### src/rtl/dma_master_pkg.sv
// Shared types and helpers for the pdp11 device-side DMA initiator.
// Covers the controller states, the bus widths and the word-address arithmetic.
package dma_master_pkg;

  localparam int DMA_AW = 18;
  localparam int DMA_DW = 16;

  localparam logic [DMA_AW-1:0] ALIGN_MASK = 18'h3FFFE;

  typedef enum logic [1:0] {
    ST_IDLE  = 2'd0,
    ST_XFER  = 2'd1,
    ST_DONE  = 2'd2,
    ST_ABORT = 2'd3
  } dma_state_e;

  function automatic logic [DMA_AW-1:0] word_align(input logic [DMA_AW-1:0] a);
    return a & ALIGN_MASK;
  endfunction

  // Physical memory is 18 bits; stepping past 0o777776 wraps silently to 0.
  function automatic logic [DMA_AW-1:0] next_word_addr(input logic [DMA_AW-1:0] a);
    return a + 18'd2;
  endfunction

endpackage

### src/rtl/dma_fifo.sv
// Word FIFO between the memory side and the device side of dma_master.
// Push and pop may happen in the same cycle; flush empties it in one cycle.
module dma_fifo
  import dma_master_pkg::*;
#(
  parameter int DEPTH = 4,
  parameter int AW    = 2
) (
  input  logic              clk,
  input  logic              reset_n,
  input  logic              flush,
  input  logic              push,
  input  logic [DMA_DW-1:0] push_data,
  input  logic              pop,
  output logic [DMA_DW-1:0] head,
  output logic              full,
  output logic              empty,
  output logic [AW:0]       count
);

  localparam logic [AW:0]   FULL_CNT = (AW+1)'(DEPTH);
  localparam logic [AW:0]   CNT_ONE  = {{AW{1'b0}}, 1'b1};
  localparam logic [AW-1:0] PTR_ONE  = {{(AW-1){1'b0}}, 1'b1};

  logic [DMA_DW-1:0] mem_r [DEPTH];
  logic [AW-1:0]     wr_ptr_r;
  logic [AW-1:0]     rd_ptr_r;
  logic [AW:0]       count_r;

  // Pointer and occupancy bookkeeping.
  always_ff @(posedge clk or negedge reset_n) begin
    if (!reset_n) begin
      wr_ptr_r <= {AW{1'b0}};
      rd_ptr_r <= {AW{1'b0}};
      count_r  <= {(AW+1){1'b0}};
    end else if (flush) begin
      wr_ptr_r <= {AW{1'b0}};
      rd_ptr_r <= {AW{1'b0}};
      count_r  <= {(AW+1){1'b0}};
    end else begin
      wr_ptr_r <= push ? (wr_ptr_r + PTR_ONE) : wr_ptr_r;
      rd_ptr_r <= pop  ? (rd_ptr_r + PTR_ONE) : rd_ptr_r;
      case ({push, pop})
        2'b10:   count_r <= count_r + CNT_ONE;
        2'b01:   count_r <= count_r - CNT_ONE;
        default: count_r <= count_r;
      endcase
    end
  end

  // Word storage.
  always_ff @(posedge clk or negedge reset_n) begin
    if (!reset_n) begin
      for (int i = 0; i < DEPTH; i++) begin
        mem_r[i] <= {DMA_DW{1'b0}};
      end
    end else if (push && !flush) begin
      mem_r[wr_ptr_r] <= push_data;
    end
  end

  assign head  = mem_r[rd_ptr_r];
  assign full  = (count_r == FULL_CNT);
  assign empty = (count_r == {(AW+1){1'b0}});
  assign count = count_r;

endmodule

### src/rtl/dma_master.sv
// Device-side DMA initiator: requests the pdp11 bus and moves one word per
// granted cycle between the device FIFO and 18-bit physical memory.
module dma_master
  import dma_master_pkg::*;
#(
  parameter int DEPTH = 4,
  parameter int AW    = 2
) (
  input  logic              clk,
  input  logic              reset_n,
  input  logic              start,
  input  logic              dir,
  input  logic [DMA_AW-1:0] start_addr,
  input  logic [DMA_DW-1:0] word_count,
  input  logic              abort,
  output logic              busy,
  output logic              done,
  output logic              aborted,
  output logic [DMA_AW-1:0] cur_addr,
  output logic              dma_req,
  input  logic              dma_ack,
  output logic [DMA_AW-1:0] dma_addr,
  output logic              dma_rd,
  output logic              dma_wr,
  input  logic [DMA_DW-1:0] dma_data_in,
  output logic [DMA_DW-1:0] dma_data_out,
  input  logic [DMA_DW-1:0] dev_wdata,
  input  logic              dev_wvalid,
  output logic              dev_wready,
  output logic [DMA_DW-1:0] dev_rdata,
  output logic              dev_rvalid,
  input  logic              dev_rready
);

  localparam logic [AW:0] FIFO_FULL = (AW+1)'(DEPTH);
  localparam logic [AW:0] CNT_ONE   = {{AW{1'b0}}, 1'b1};

  dma_state_e        state_r, state_s;
  logic              dir_r, dir_s;
  logic [DMA_DW-1:0] mem_cnt_r, mem_cnt_s;
  logic [DMA_DW-1:0] dev_cnt_r, dev_cnt_s;
  logic [DMA_AW-1:0] dma_addr_r, dma_addr_s;
  logic              dma_req_r, dma_req_s;
  logic              done_r, aborted_r, busy_r;

  logic              fifo_full_s, fifo_empty_s;
  logic [AW:0]       fifo_count_s, fifo_cnt_next_s;
  logic [DMA_DW-1:0] fifo_head_s, push_data_s;
  logic              xfer_s, mem_ok_s, wr_hs_s, rd_hs_s;
  logic              push_s, pop_s, flush_s, mem_step_s, dev_step_s;

  // Strobes are combinational so a grant can move a word in the same cycle.
  assign xfer_s     = (state_r == ST_XFER);
  assign mem_ok_s   = xfer_s & ~abort & dma_ack & (mem_cnt_r != 16'd0);
  assign dma_rd     = mem_ok_s & ~dir_r & ~fifo_full_s;
  assign dma_wr     = mem_ok_s &  dir_r & ~fifo_empty_s;
  assign dev_wready = xfer_s & dir_r & ~fifo_full_s & (dev_cnt_r != 16'd0);
  assign dev_rvalid = ~dir_r & ~fifo_empty_s;

  assign wr_hs_s     = dev_wvalid & dev_wready;
  assign rd_hs_s     = dev_rvalid & dev_rready;
  assign push_s      = dma_rd | wr_hs_s;
  assign pop_s       = dma_wr | rd_hs_s;
  assign push_data_s = dir_r ? dev_wdata : dma_data_in;
  assign flush_s     = (state_r == ST_ABORT);
  assign mem_step_s  = dma_rd | dma_wr;
  assign dev_step_s  = wr_hs_s | rd_hs_s;

  assign dma_data_out = (dir_r & ~fifo_empty_s) ? fifo_head_s : 16'd0;
  assign dev_rdata    = dev_rvalid ? fifo_head_s : 16'd0;

  dma_fifo #(.DEPTH(DEPTH), .AW(AW)) u_fifo (
    .clk       (clk),
    .reset_n   (reset_n),
    .flush     (flush_s),
    .push      (push_s),
    .push_data (push_data_s),
    .pop       (pop_s),
    .head      (fifo_head_s),
    .full      (fifo_full_s),
    .empty     (fifo_empty_s),
    .count     (fifo_count_s)
  );

  // Controller next state, transfer counters and address.
  always_comb begin
    state_s    = state_r;
    dir_s      = dir_r;
    mem_cnt_s  = mem_cnt_r;
    dev_cnt_s  = dev_cnt_r;
    dma_addr_s = dma_addr_r;
    case (state_r)
      ST_IDLE: begin
        if (start) begin
          dir_s      = dir;
          mem_cnt_s  = word_count;
          dev_cnt_s  = word_count;
          dma_addr_s = word_align(start_addr);
          state_s    = (word_count == 16'd0) ? ST_DONE : ST_XFER;
        end else begin
          state_s = ST_IDLE;
        end
      end
      ST_XFER: begin
        if (mem_step_s) begin
          mem_cnt_s  = mem_cnt_r - 16'd1;
          dma_addr_s = next_word_addr(dma_addr_r);
        end else begin
          mem_cnt_s  = mem_cnt_r;
          dma_addr_s = dma_addr_r;
        end
        if (dev_step_s) begin
          dev_cnt_s = dev_cnt_r - 16'd1;
        end else begin
          dev_cnt_s = dev_cnt_r;
        end
        if (abort) begin
          state_s = ST_ABORT;
        end else if ((mem_cnt_r == 16'd0) && (dev_cnt_r == 16'd0)) begin
          state_s = ST_DONE;
        end else begin
          state_s = ST_XFER;
        end
      end
      ST_DONE:  state_s = abort ? ST_ABORT : ST_IDLE;
      ST_ABORT: state_s = ST_IDLE;
      default:  state_s = ST_IDLE;
    endcase
  end

  // Request looks at post-update counts so it never asks for a grant it cannot use.
  always_comb begin
    fifo_cnt_next_s = fifo_count_s;
    dma_req_s       = 1'b0;
    if (flush_s) begin
      fifo_cnt_next_s = {(AW+1){1'b0}};
    end else begin
      case ({push_s, pop_s})
        2'b10:   fifo_cnt_next_s = fifo_count_s + CNT_ONE;
        2'b01:   fifo_cnt_next_s = fifo_count_s - CNT_ONE;
        default: fifo_cnt_next_s = fifo_count_s;
      endcase
    end
    if ((state_s == ST_XFER) && (mem_cnt_s != 16'd0)) begin
      dma_req_s = dir_s ? (fifo_cnt_next_s != {(AW+1){1'b0}})
                        : (fifo_cnt_next_s != FIFO_FULL);
    end else begin
      dma_req_s = 1'b0;
    end
  end

  // Controller registers and registered status outputs.
  always_ff @(posedge clk or negedge reset_n) begin
    if (!reset_n) begin
      state_r    <= ST_IDLE;
      dir_r      <= 1'b0;
      mem_cnt_r  <= 16'd0;
      dev_cnt_r  <= 16'd0;
      dma_addr_r <= 18'd0;
      dma_req_r  <= 1'b0;
      done_r     <= 1'b0;
      aborted_r  <= 1'b0;
      busy_r     <= 1'b0;
    end else begin
      state_r    <= state_s;
      dir_r      <= dir_s;
      mem_cnt_r  <= mem_cnt_s;
      dev_cnt_r  <= dev_cnt_s;
      dma_addr_r <= dma_addr_s;
      dma_req_r  <= dma_req_s;
      done_r     <= (state_r == ST_DONE) && (state_s == ST_IDLE);
      aborted_r  <= (state_s == ST_ABORT);
      busy_r     <= (state_s != ST_IDLE);
    end
  end

  assign busy     = busy_r;
  assign done     = done_r;
  assign aborted  = aborted_r;
  assign dma_req  = dma_req_r;
  assign dma_addr = dma_addr_r;
  assign cur_addr = dma_addr_r;

endmodule

### config.mk
export PLATFORM = sky130hd
export DESIGN_NAME = dma_master
export DESIGN_NICKNAME = d
export VERILOG_FILES = /design/src/rtl/dma_master_pkg.sv /design/src/rtl/dma_fifo.sv /design/src/rtl/dma_master.sv
export SDC_FILE = /design/constraint.sdc
export NUM_CORES = 1
export LEC_CHECK = 0
export CAP_MARGIN = 20
export CORE_ASPECT_RATIO = 1.2
export CORE_MARGIN = 2
export CORE_UTILIZATION = 45
export CTS_CLUSTER_DIAMETER = 100
export DETAILED_ROUTE_END_ITERATION = 7
export PLACE_DENSITY = 0.73
export SLEW_MARGIN = 25
export SYNTH_ARGS = -nofsm -noshare
export SYNTH_HDL_FRONTEND = slang
export SYNTH_SLANG_ARGS = --single-unit
### constraint.sdc
create_clock -name clk -period 5.2 [get_ports clk]
set_input_delay 0.78 -clock clk [delete_from_list [all_inputs] [get_ports clk]]
set_output_delay 0.78 -clock clk [all_outputs]
set_load 0.02 [all_outputs]
# == Word level (Yosys, flattened, before mapping) ==
# Cells that the tools add are included.
# word_totals
reg_bits,128
in_bits,74
output_inout_bits,76
word_cells,118
# classes
addsub,7
order_cmp,3
n_eq_ne,12
mux,34
n_bitwise,24
n_reduce_logical,22
# ops
op,count
16-bit two-way mux,10
64-bit bitwise mux,1
16-bit case mux with 2 select lines,2
16-bit zero test,3
16-bit nonzero test,3
18-bit two-way mux,2
18-bit case mux with 2 select lines,1
16-bit binary-select mux with 2-bit select,1
16-bit demux with 2-bit select,1
16-bit by 1-bit subtractor with 16-bit output (second input constant),2
18-bit by 2-bit adder with 18-bit output (second input constant),1
2-bit two-way mux,9
1-bit AND,14
2-bit == test (second input constant),4
2-bit case mux with 4 select lines,1
2-bit nonzero test,4
2-bit by 1-bit == test with 1-bit output (second input constant),3
3-bit >= comparator (second input constant),2
2-bit NOT with 3-bit output,2
3-bit case mux with 2 select lines,1
3-bit AND reduction,2
1-bit logical AND,5
2-bit by 1-bit adder with 2-bit output (second input constant),2
2-bit zero test,2
other kinds (14),24

# == Depth between registers and ports, before layout ==
# Gate-level depths: netlist of run 1.
# logic_depth
depth_word,13
depth_mapped,16
depth_no_buf,16

# == By module ==
# Synthesis of run 1 repeated with hierarchy kept, for this count alone.
# unflattened
cells_unflattened,734
area_unflattened_um2,7797.5
# modules_own_cells
mod,instances,cells_per_inst,area_each_um2,seq_area_each_um2
dma_master,1,538,4367.9,1401.3
dma_fifo,1,196,3429.5,1776.7

# == Worst setup path before layout of run 1 ==
# Ideal clock, no wire load.
# synth_path
path_kind,register to register
startpoint,register dev_cnt_r[0]
endpoint,"register dma_req_r, in the netlist dma_req"
setup_ps,135
arrival_time_ps,3602
required_time_ps,5065
setup_slack_ps,1463
stages_incl_launch_ff,17
n_path_buf,0
period_less_slack_ps,3737
cell_sequence,dfrtp_1 > inv_1 > ha_1 > or3b_1 > or4b_1 > nor4_2 > o31a_1 > inv_2 > nand2_1 > ha_1 > fa_1 > xnor2_1 > or3_1 > a21oi_1 > xnor2_1 > o311ai_0 > a31oi_1
# synth_between
elab_chain_cells,10
elab_cells_between_ends,19
cone_classes,eq/ne (4); mux (7); bitwise (3); reduce/logical (5)
# synth_rtl
item,line_no,rtl
"start, declared",dma_master.sv:41,"logic [DMA_DW-1:0] dev_cnt_r, dev_cnt_s;"
"start signal, assigned",dma_master.sv:168,dev_cnt_r <= dev_cnt_s;
16-bit nonzero test *,dma_master.sv:57,assign dev_wready = xfer_s & dir_r & ~fifo_full_s & (dev_cnt_r != 16'd0);
1-bit AND *,dma_master.sv:57,
1-bit AND *,dma_master.sv:60,assign wr_hs_s = dev_wvalid & dev_wready;
1-bit OR *,dma_master.sv:62,assign push_s = dma_rd | wr_hs_s;
2-bit by 1-bit == test with 1-bit output / 2-bit == test (equally long branches),dma_master.sv:138,"case ({push_s, pop_s})"
3-bit case mux with 2 select lines *,--,
3-bit two-way mux *,--,
net fifo_cnt_next_s[2],dma_master.sv:47,"logic [AW:0] fifo_count_s, fifo_cnt_next_s;"
3-bit inequality test / 3-bit nonzero test (equally long branches),"dma_master.sv:146, dma_master.sv:145",
1-bit two-way mux *,dma_master.sv:145,dma_req_s = dir_s ? (fifo_cnt_next_s != {(AW+1){1'b0}})
1-bit two-way mux *,dma_master.sv:144,if ((state_s == ST_XFER) && (mem_cnt_s != 16'd0)) begin
net dma_req_s,dma_master.sv:43,"logic dma_req_r, dma_req_s;"
"end signal, assigned",dma_master.sv:170,dma_req_r <= dma_req_s;
"end, declared",dma_master.sv:43,
# The timed path passes the listed nets; every way through them passes the cells marked *.
# A chain may end at the register's enable or synchronous reset.

# == Final worst setup path of run 1 ==
# Same ends and word-level chain as after synthesis.

==> results of run 1 <==
## through the flow
stage	instance area (µm²)	total power, mW	hold slack [ns]
floorplan	7227	4.069	0.4688
global placement	8756	5.086	0.4855
detailed placement	8756	5.175	0.4978
CTS	9330	6.352	0.4298
global route	9330	6.790	0.4593
finish	9330	6.331	0.4007
## logic make-up after synthesis
group,share of synthesized area (%)
AND/OR/NAND/NOR,21.20
AO/OA/AOI/OAI,18.43
flip-flops,44.00
buffers and inverters,5.491
multiplexers,7.916
adder cells (fa/ha/maj),1.836
XOR/XNOR,1.074
other,0.05192
## synthesized netlist by cell type, types with 9 or more instances
master    instances  share of area [%]
o21ai_1          18                1.2
buf_4            20                2.1
nor2b_1          21                1.8
mux4_2           16                5.0
nor2_1          116                6.0
a21oi_1         108                7.5
clkbuf_1         41                2.1
nor3_1           19                1.3
ha_1              9                1.6
and2_1           19                1.6
nor4_1           17                1.5
dfrtp_1         127                 44
inv_1            16               0.83
nand3_1          10               0.69
o21ai_0          30                2.1
or4_1            10                1.0
mux2i_1          20                2.8
nand2_1          53                2.8
o22ai_1          15                1.3
## worst max-delay path by stage
stage / from / to / slack (ns) / depth (start not counted)
after detailed placement: abort / dma_req / 0.90 / 14
after global routing: dev_cnt_r[0] / dma_req / 0.50 / 16
after CTS: dev_cnt_r[0] / dma_req / 0.89 / 16
after floorplan: dev_cnt_r[0] / dma_req / 1.46 / 16
after global placement: abort / dma_req / 0.95 / 14
final: dev_cnt_r[0] / dma_req / 0.92 / 16
## flip-flops by register name, summed over array words and instances (netlist names)
signal and flops:
u_fifo.wr_ptr_r 2, mem_cnt_r 16, u_fifo.mem_r 64, cur_addr 17
aborted 1, u_fifo.rd_ptr_r 2, busy 1, dir_r 1
done 1, dma_req 1, u_fifo.count 3, dev_cnt_r 16
state_r 2
## per-layer routing
layer	wire [µm]	GRT usage (%)
met1	8048	29.18
met3	1208	4.633
met2	9900	41.14
met4	317	7.616
met5	0	0
## layout make-up
class	instances	share of cell area [%]
multi-input cells	588	39.31
inverters	19	0.7644
repair buffers	162	16.92
flip-flops and latches	127	34.06
clock buffers	19	4.747
clock inverters	13	1.408
well taps	208	2.789
## worst reg2reg max path, delay by kind of cell (launching register included)
family,cells,cell delay [ns]
buf+inv,2,0.12
flops,1,0.40
simple gates,5,1.89
compound gates,4,0.95
fa+ha+maj,3,0.59
xor+xnor,2,0.18
## power groups by stage
stage                     combinational, mW  clock, mW  sequential, mW
after global routing                   3.58       1.21            2.00
after detailed placement               3.24          0            1.93
after CTS                              3.27       1.16            1.92
after global placement                 3.18          0            1.91
final                                  3.26       1.15            1.93
after floorplan                        2.19          0            1.88
==> impl_metrics.py, run 1 <==
metrics = {
    "synth": {
        "ys_types": 69,
        "synth_async_sr_flop_share_pct": 100.0,
        "syn_avg_cell_area_um2": 9.040,
        "ys_ff_latch": 127,
        "synth_edf_count": 0,
        "synthCells": 799,
        "synth-main-ff-cell": "dfrtp_1",
        "synth_area_um2": 7223,
        "synth_warnings": 0,
        "ys_seq_area_share_pct": 44.00,
    },
    "floorplan": {
        "boundaryPins": 150,
        "die_h_um": 142.8,
        "rows": 50,
        "die_w_um": 119.7,
        "start_util_pct": 46.18,
        "dieArea_um2": 17080,
        "core-area_um2": 15640,
    },
    "power": {
        "power_frac_clock_pct": 18.2,
        "swShare_pct": 42.89,
        "p_switching_mw": 2.715,
        "p_leak_nw": 3.681,
        "power_frac_seq_pct": 30.4,
        "p_int_mw": 3.616,
        "vdd_ir_drop_max_v": 0.0003397,
        "p_comb_share_pct": 51.4,
        "p_per_area_nw_per_um2": 678.6,
    },
    "cells_and_area": {
        "final_layout_size_suffix_gt1_share_pct": 9.052,
        "final_common_cell": "clkdlybuf4s50_1",
        "seq_area_um2": 3178,
        "num_antenna_cells": 0,
        "final_cells": 1136,
        "fillers": 1352,
        "area_growth_pct": 29.17,
        "multi_input_area_um2": 3667,
        "fin_util_pct": 59.66,
        "final_nets": 999,
        "final_cell_mix": "clkdlybuf4s50_1, dfrtp_1, nor2_1, a21oi_1, nand2_1",
    },
    "cts": {
        "ctsHtreeMaxLevel": 4,
        "cts_resized": 0,
        "cts_setup_buffers": 0,
        "cts.sink_count": 127,
        "clk_latency_ns": 0.42,
        "cts_tree": "yes",
        "hold_buffers": 0,
        "clk_pin_slew_worst_paths_ns": 0.06,
        "cts-root-buf": "clkbuf_16",
        "clockBufferDepth": 2,
        "cts_buffers": 17,
    },
    "sta": {
        "finalSetupViolCount": 0,
        "fin_tns_setup_ns": 0,
        "hold_violations": 0,
        "fin_ws_ns": 0.9197,
        "rsz0062_at_grt": "false",
        "fmax_ghz": 0.2336,
        "finalCriticalPeriod_ns": 4.280,
        "period_share_pct": 82.31,
        "relSlewSlack_pct": 33.10,
        "slew_viol_final": 0,
        "tightest_slew_ns": 1.003,
        "fin_skew_ns": 0.009015,
    },
    "drt": {
        "num_vias": 6496,
        "wirelength_um": 19470,
        "drt-initial-drc-count": 423,
        "dr.pass1.iters": 6,
        "routedWlPerCell_um": 17.14,
        "antenna_left": 0,
        "avgViaCountPerCell": 5.718,
        "drcViolationCount": 0,
    },
    "setup_path": {
        "ff2ff_path_depth": 16,
        "path_cells": "inv_1 > ha_1 > or3b_1 > or4b_1 > nor4_2 > o31a_1 > inv_2 > nand2_1 > ha_1 > fa_1 > xnor2_1 > or3_1 > a21oi_1 > xnor2_1 > o311ai_0 > a31oi_1",
        "r2r-end": "dma_req",
        "critPathSlowestCell": "or4b_1",
        "crit_family": "simple AND/OR/NAND/NOR gates",
        "cp_num_buf_inv": 2,
        "rrSetupSlack_ns": 0.92,
        "crit_path_start_kind": "flip-flop",
        "criticalPathCategory": "flip-flop to flip-flop",
        "required_ns": 5.48,
        "critPathArrivalTime_ns": 4.56,
        "r2r_start": "dev_cnt_r[0]",
        "cp-end-kind": "flip-flop",
        "crit_fanout": 5,
        "cpPeakStageDelay_ns": 0.59,
    },
    "placement": {
        "finalWeightedCongestion": 0.9202,
        "port_buffers": 146,
        "hpwl_um": 13350,
        "dp.cells": 1104,
        "pre_cts_ws_ns": 0.8952,
    },
    "global_route": {
        "grt_max_degree": 57,
        "grt.total_usage_pct": 23.48,
        "first_global_vias": 6379,
        "grt_pass1_wl_um": 31900,
        "grt.overflow.total": 0,
        "antenna_found_initial": 0,
    },
    "outcome": {
        "status": "completed",
    },
    "hold_path": {
        "hp-class": "input pin to asynchronous set/reset pin",
    },
    "job": {
        "cap_violations": 0,
    },
}
Note: power is estimated with default switching activity, not from simulation.
==> run 2, diff against run 1 <==
--- a/config.mk
+++ b/config.mk
@@ -11,7 +11,7 @@
 export CORE_UTILIZATION = 45
 export CTS_CLUSTER_DIAMETER = 100
 export DETAILED_ROUTE_END_ITERATION = 7
-export PLACE_DENSITY = 0.73
+export PLACE_DENSITY = 0.75
 export SLEW_MARGIN = 25
 export SYNTH_ARGS = -nofsm -noshare
 export SYNTH_HDL_FRONTEND = slang
==> constraint.sdc (replaced) <==
create_clock -name clk -period 3.7 [get_ports clk]
set_input_delay 0.555 -clock clk [delete_from_list [all_inputs] [get_ports clk]]
set_output_delay 0.555 -clock clk [all_outputs]
set_load 0.02 [all_outputs]
==> impl_metrics.py, run 2 (synthesis results as in run 1) <==
metrics = {
    "drt": {
        "wirelength_um": 19700,
        "routedWlPerCell_um": 16.86,
        "drcViolationCount": 0,
        "drt-initial-drc-count": 475,
        "dr.pass1.iters": 5,
        "num_vias": 6579,
        "antenna_left": 0,
        "avgViaCountPerCell": 5.633,
    },
    "power": {
        "p_leak_nw": 3.906,
        "p_per_area_nw_per_um2": 966.4,
        "vdd_ir_drop_max_v": 0.0005912,
    },
    "cells_and_area": {
        "regMostFlops": "u_fifo.mem_r",
        "area_growth_pct": 34.75,
        "largest_reg_flops": 64,
        "num_antenna_cells": 0,
        "final_common_cell": "clkdlybuf4s50_1",
        "final_cell_mix": "clkdlybuf4s50_1, dfrtp_1, nor2_1, a21oi_1, nand2_1",
        "final_cells": 1168,
        "final_nets": 1031,
        "post-route-cell-area_um2": 9733,
        "final_layout_size_suffix_gt1_share_pct": 13.54,
    },
    "sta": {
        "hold_violations": 0,
        "whs_ns": 0.2022,
        "fmax_ghz": 0.2659,
        "fin_ws_ns": -0.06094,
        "finalSetupViolCount": 1,
        "finalCriticalPeriod_ns": 3.761,
        "fin_tns_setup_ns": -0.06094,
        "slew_viol_final": 0,
        "period_share_pct": 101.6,
        "fin_skew_ns": 0.007745,
        "tightest_slew_ns": 0.8572,
        "rsz0062_at_grt": "true",
        "relSlewSlack_pct": 42.85,
    },
    "placement": {
        "hpwl_um": 13740,
        "finalWeightedCongestion": 0.9447,
        "postPlaceCellArea_um2": 8986,
        "dp.cells": 1133,
        "port_buffers": 146,
    },
    "floorplan": {
        "start_util_pct": 46.18,
        "die_w_um": 119.7,
        "rows": 50,
        "dieArea_um2": 17080,
        "boundaryPins": 150,
        "core-area_um2": 15640,
        "die_h_um": 142.8,
    },
    "setup_path": {
        "crit_path_start_kind": "flip-flop",
        "criticalPathCategory": "flip-flop to flip-flop",
        "r2r-end": "dma_req",
        "ff2ff_path_depth": 16,
        "rrSetupSlack_ns": -0.06,
        "critPathArrivalTime_ns": 4.05,
        "cp-end-kind": "flip-flop",
        "required_ns": 3.98,
        "crit_fanout": 2,
        "r2r_start": "dev_cnt_r[1]",
    },
    "global_route": {
        "busiest_layer": "met2",
        "grt_max_degree": 128,
        "use_met2_pct": 41.11,
        "grt_use_met1_pct": 29.15,
        "use_met3_pct": 4.992,
        "grt_pass1_wl_um": 32180,
        "grt.total_usage_pct": 23.68,
        "first_global_vias": 6588,
        "antenna_found_initial": 0,
        "grt.overflow.total": 0,
    },
    "cts": {
        "clk_latency_ns": 0.42,
        "cts.sink_count": 127,
        "clockBufferDepth": 2,
        "hold_buffers": 0,
        "clk_pin_slew_worst_paths_ns": 0.06,
        "ctsHtreeMaxLevel": 4,
        "cts-root-buf": "clkbuf_16",
        "cts_tree": "yes",
        "cts_buffers": 17,
    },
    "hold_path": {
        "hp-class": "input pin to asynchronous set/reset pin",
    },
    "outcome": {
        "status": "complete, but fails checks",
        "failed_checks": "negative setup slack",
    },
    "job": {
        "cap_violations": 0,
    },
}
-- run 2: cell count changes in the layout (fill, tap and decap cells not counted), moves of 2 or more --
cell        delta
buf_4         +31
bufinv_16      +3
clkinv_4       -3
clkinvlp_4     -2
ha_1           -2
ha_4           +2
inv_1          -2
inv_2          +2
inv_6          +2
xnor2_1        -2
xnor2_2        +2
-- run 2: routing by layer --
metal	up-vias	wire (µm)	part of all wire, %
met2	241	10070	51
met5	-	0	0
li1	3173	-	-
met3	42	1225	6.2
met1	3123	7922	40
met4	0	477	2.4
-- run 2: worst max-delay path: stages, from the launching register on --
cell      delay (ns)
dfrtp_1         0.39
inv_2           0.08
ha_4            0.13
or3b_4          0.37
or4b_4          0.58
nor4_4          0.29
o31a_1          0.22
inv_2           0.05
nand2_2         0.09
ha_4            0.15
fa_2            0.21
xnor2_2         0.07
or3_4           0.38
a21oi_4         0.16
xnor2_2         0.09
o311ai_2        0.28
a31oi_1         0.07
-- run 2: worst max path at each step --
stage | from | to | slack, ns | cells after the start
after global routing | dev_cnt_r[0] | dma_req | -0.26 | 16
after CTS | dev_cnt_r[0] | dma_req | 0.03 | 16
after detailed placement | mem_cnt_r[0] | dma_req | -0.08 | 14
after global placement | dev_cnt_r[0] | dma_req | 0.01 | 16
final | dev_cnt_r[1] | dma_req | -0.06 | 16
after floorplan | dev_cnt_r[0] | dma_req | 0.06 | 16
-- run 2: cell type report --
type / instances / area (µm²)
clock buffer: 18 / 429.2
clock inverter: 14 / 202.7
fill: 1321 / 5907
inverter: 19 / 71.32
multi-input combinational: 588 / 3757
sequential: 127 / 3178
tap: 208 / 260.3
timing repair buffer: 194 / 1834
-- run 2: what timing repair did --
item / in CTS / in global routing
setup buffers: 0 / 3
resized for setup: 4 / 16
setup endpoints to repair: 1 / 1
hold endpoints to repair: 0 / 0
pin swaps: 0 / 10
-- run 2: where the power goes --
part           internal (mW)  total, mW  switching [mW]
Clock                   1.14       1.79           0.652
Sequential              2.07       2.69           0.613
Combinational           2.29       4.93            2.64
-- run 2: stage by stage --
step | worst slack, ns | util, % | total power, mW
floorplan | 0.05522 | - | 5.718
detailed placement | -0.08409 | 57.46 | 7.468
finish | -0.06094 | 62.23 | 9.406
global route | -0.2563 | 62.23 | 10.05
global placement | 0.009648 | 57.46 | 7.334
CTS | 0.02997 | 61.64 | 9.328
==> run 3, diff against run 2 <==
--- a/config.mk
+++ b/config.mk
@@ -8,10 +8,10 @@
 export CAP_MARGIN = 20
 export CORE_ASPECT_RATIO = 1.2
 export CORE_MARGIN = 2
-export CORE_UTILIZATION = 45
+export CORE_UTILIZATION = 47
 export CTS_CLUSTER_DIAMETER = 100
 export DETAILED_ROUTE_END_ITERATION = 7
-export PLACE_DENSITY = 0.75
+export PLACE_DENSITY_LB_ADDON = 0.1
 export SLEW_MARGIN = 25
 export SYNTH_ARGS = -nofsm -noshare
 export SYNTH_HDL_FRONTEND = slang
==> impl_metrics.py, run 3 (synthesis results as in run 1) <==
metrics = {
    "power": {
        "p_comb_share_pct": 53.6,
        "power_frac_clock_pct": 18.4,
        "p_per_area_nw_per_um2": 963.4,
        "total_power_mw": 9.419,
        "vdd_ir_drop_max_v": 0.0004805,
        "p_leak_nw": 3.916,
        "swShare_pct": 41.92,
        "p_switching_mw": 3.949,
        "p_int_mw": 5.470,
        "power_frac_seq_pct": 28.1,
    },
    "setup_path": {
        "ff2ff_path_depth": 17,
        "r2r-end": "dma_req",
        "r2r_start": "dev_cnt_r[1]",
        "crit_path_start_kind": "flip-flop",
        "criticalPathCategory": "flip-flop to flip-flop",
        "rrSetupSlack_ns": -0.11,
        "critPathArrivalTime_ns": 4.11,
        "cp-end-kind": "flip-flop",
        "crit_fanout": 3,
        "required_ns": 3.99,
    },
    "cells_and_area": {
        "multi_input_area_um2": 3766,
        "num_antenna_cells": 0,
        "final_nets": 1041,
        "seq_area_um2": 3178,
        "fin_util_pct": 65.09,
        "fillers": 1256,
        "final_layout_size_suffix_gt1_share_pct": 14.64,
        "final_common_cell": "clkdlybuf4s50_1",
        "post-route-cell-area_um2": 9777,
        "regMostFlops": "u_fifo.mem_r",
        "largest_reg_flops": 64,
        "final_cell_mix": "clkdlybuf4s50_1, dfrtp_1, nor2_1, a21oi_1, buf_4",
        "area_growth_pct": 35.35,
    },
    "floorplan": {
        "rows": 49,
        "die_w_um": 117.2,
        "die_h_um": 139.8,
        "start_util_pct": 48.09,
        "core-area_um2": 15020,
        "dieArea_um2": 16380,
        "boundaryPins": 150,
    },
    "placement": {
        "postPlaceCellArea_um2": 9047,
        "hpwl_um": 14530,
        "port_buffers": 146,
        "finalWeightedCongestion": 0.9186,
    },
    "sta": {
        "rsz0062_at_grt": "true",
        "hold_violations": 0,
        "relSlewSlack_pct": 38.80,
        "tightest_slew_ns": 0.9139,
        "fin_ws_ns": -0.1121,
        "finalSetupViolCount": 1,
        "finalCriticalPeriod_ns": 3.812,
        "period_share_pct": 103.0,
        "slew_viol_final": 0,
        "fin_tns_setup_ns": -0.1121,
        "fin_skew_ns": 0.008466,
        "whs_ns": 0.2273,
        "fmax_ghz": 0.2623,
    },
    "cts": {
        "ctsHtreeMaxLevel": 4,
        "cts-root-buf": "clkbuf_16",
        "clk_pin_slew_worst_paths_ns": 0.06,
        "hold_buffers": 0,
        "clockBufferDepth": 2,
        "cts_tree": "yes",
        "cts_buffers": 17,
        "cts.sink_count": 127,
        "clk_latency_ns": 0.43,
    },
    "global_route": {
        "grt_max_degree": 68,
        "first_global_vias": 6704,
        "grt.total_usage_pct": 25.65,
        "grt_pass1_wl_um": 32990,
        "antenna_found_initial": 0,
        "grt.overflow.total": 0,
    },
    "drt": {
        "drcViolationCount": 0,
        "avgViaCountPerCell": 5.710,
        "antenna_left": 0,
        "drt-initial-drc-count": 454,
        "dr.pass1.iters": 5,
        "num_vias": 6703,
        "wirelength_um": 20350,
        "routedWlPerCell_um": 17.33,
    },
    "outcome": {
        "failed_checks": "negative setup slack",
        "status": "complete, but fails checks",
    },
    "job": {
        "cap_violations": 0,
    },
    "hold_path": {
        "hp-class": "input pin to asynchronous set/reset pin",
    },
}
## run 3: changes by cell type in the layout (fill, tap and decap cells not counted), sizes merged
| cell | delta |
|---|---|
| buf | +10 |
| clkinvlp | +3 |
| inv | -3 |
| clkinv | +2 |
| bufinv | -1 |
| clkbuf | -1 |
| clkdlybuf4s50 | +1 |
| dlymetal6s2s | -1 |
## run 3: worst max path at each step
stage / from / to / slack, ns / cells after the start
CTS: dev_cnt_r[0] / dma_req / 0.02 / 17
floorplan: dev_cnt_r[0] / dma_req / 0.06 / 16
finish: dev_cnt_r[1] / dma_req / -0.11 / 17
global route: dev_cnt_r[1] / dma_req / -0.31 / 17
global placement: dev_cnt_r[0] / dma_req / -0.11 / 17
detailed placement: dev_cnt_r[0] / dma_req / -0.13 / 17
## run 3: per-layer routing
| metal | part of all wire [%] | GRT usage [%] | wire [µm] | vias to the layer above |
|---|---|---|---|---|
| li1 | - | - | - | 3185 |
| met1 | 42 | 32.17 | 8541 | 3278 |
| met2 | 51 | 44.07 | 10420 | 206 |
| met3 | 4.8 | 4.399 | 985 | 34 |
| met4 | 2.0 | 8.978 | 407 | 0 |
| met5 | 0 | 0 | 0 | - |
## run 3: power groups by stage
stage               Sequential (mW)  Combinational [mW]  Clock (mW)
global route                   2.74                5.50        1.83
CTS                            2.63                4.96        1.75
global placement               2.59                4.80           0
detailed placement             2.65                4.92           0
floorplan                      2.64                3.08           0
finish                         2.64                5.05        1.73
## run 3: critical path: stages, from the launching register on
cell and delay, ns:
dfrtp_1 0.39, inv_2 0.09, ha_4 0.13, or3b_4 0.37
or4b_4 0.57, nor4_4 0.27, o31a_1 0.21, inv_2 0.05
nand2_4 0.07, ha_4 0.15, fa_2 0.21, xnor2_2 0.07
or3_4 0.39, a21oi_4 0.16, xnor2_2 0.09, o311ai_2 0.25
buf_4 0.16, a31oi_1 0.03
## run 3: final cells by class
type                            instances  area share [%]
Clock buffer                           17           4.351
Clock inverter                         15           1.907
Inverter                               19          0.7295
Multi-Input combinational cell        588           38.52
Sequential cell                       127           32.51
Tap cell                              204           2.611
Timing Repair Buffer                  204           19.38
## run 3: stage by stage
| stage | setup slack [ns] | std cells |
|---|---|---|
| 2_1_floorplan | 0.05522 | 800 |
| 3_3_place_gp | -0.1100 | 1139 |
| 3_5_place_dp | -0.1310 | 1139 |
| 4_1_cts | 0.01784 | 1171 |
| 5_1_grt | -0.3099 | 1174 |
| 6_report | -0.1121 | 1174 |
## run 3: timing repair
item,4_1_cts,5_1_grt
pin swaps,0,10
buffers inserted,0,3
resized for setup,5,15
gates cloned,0,0
endpoints found under the setup margin,1,1
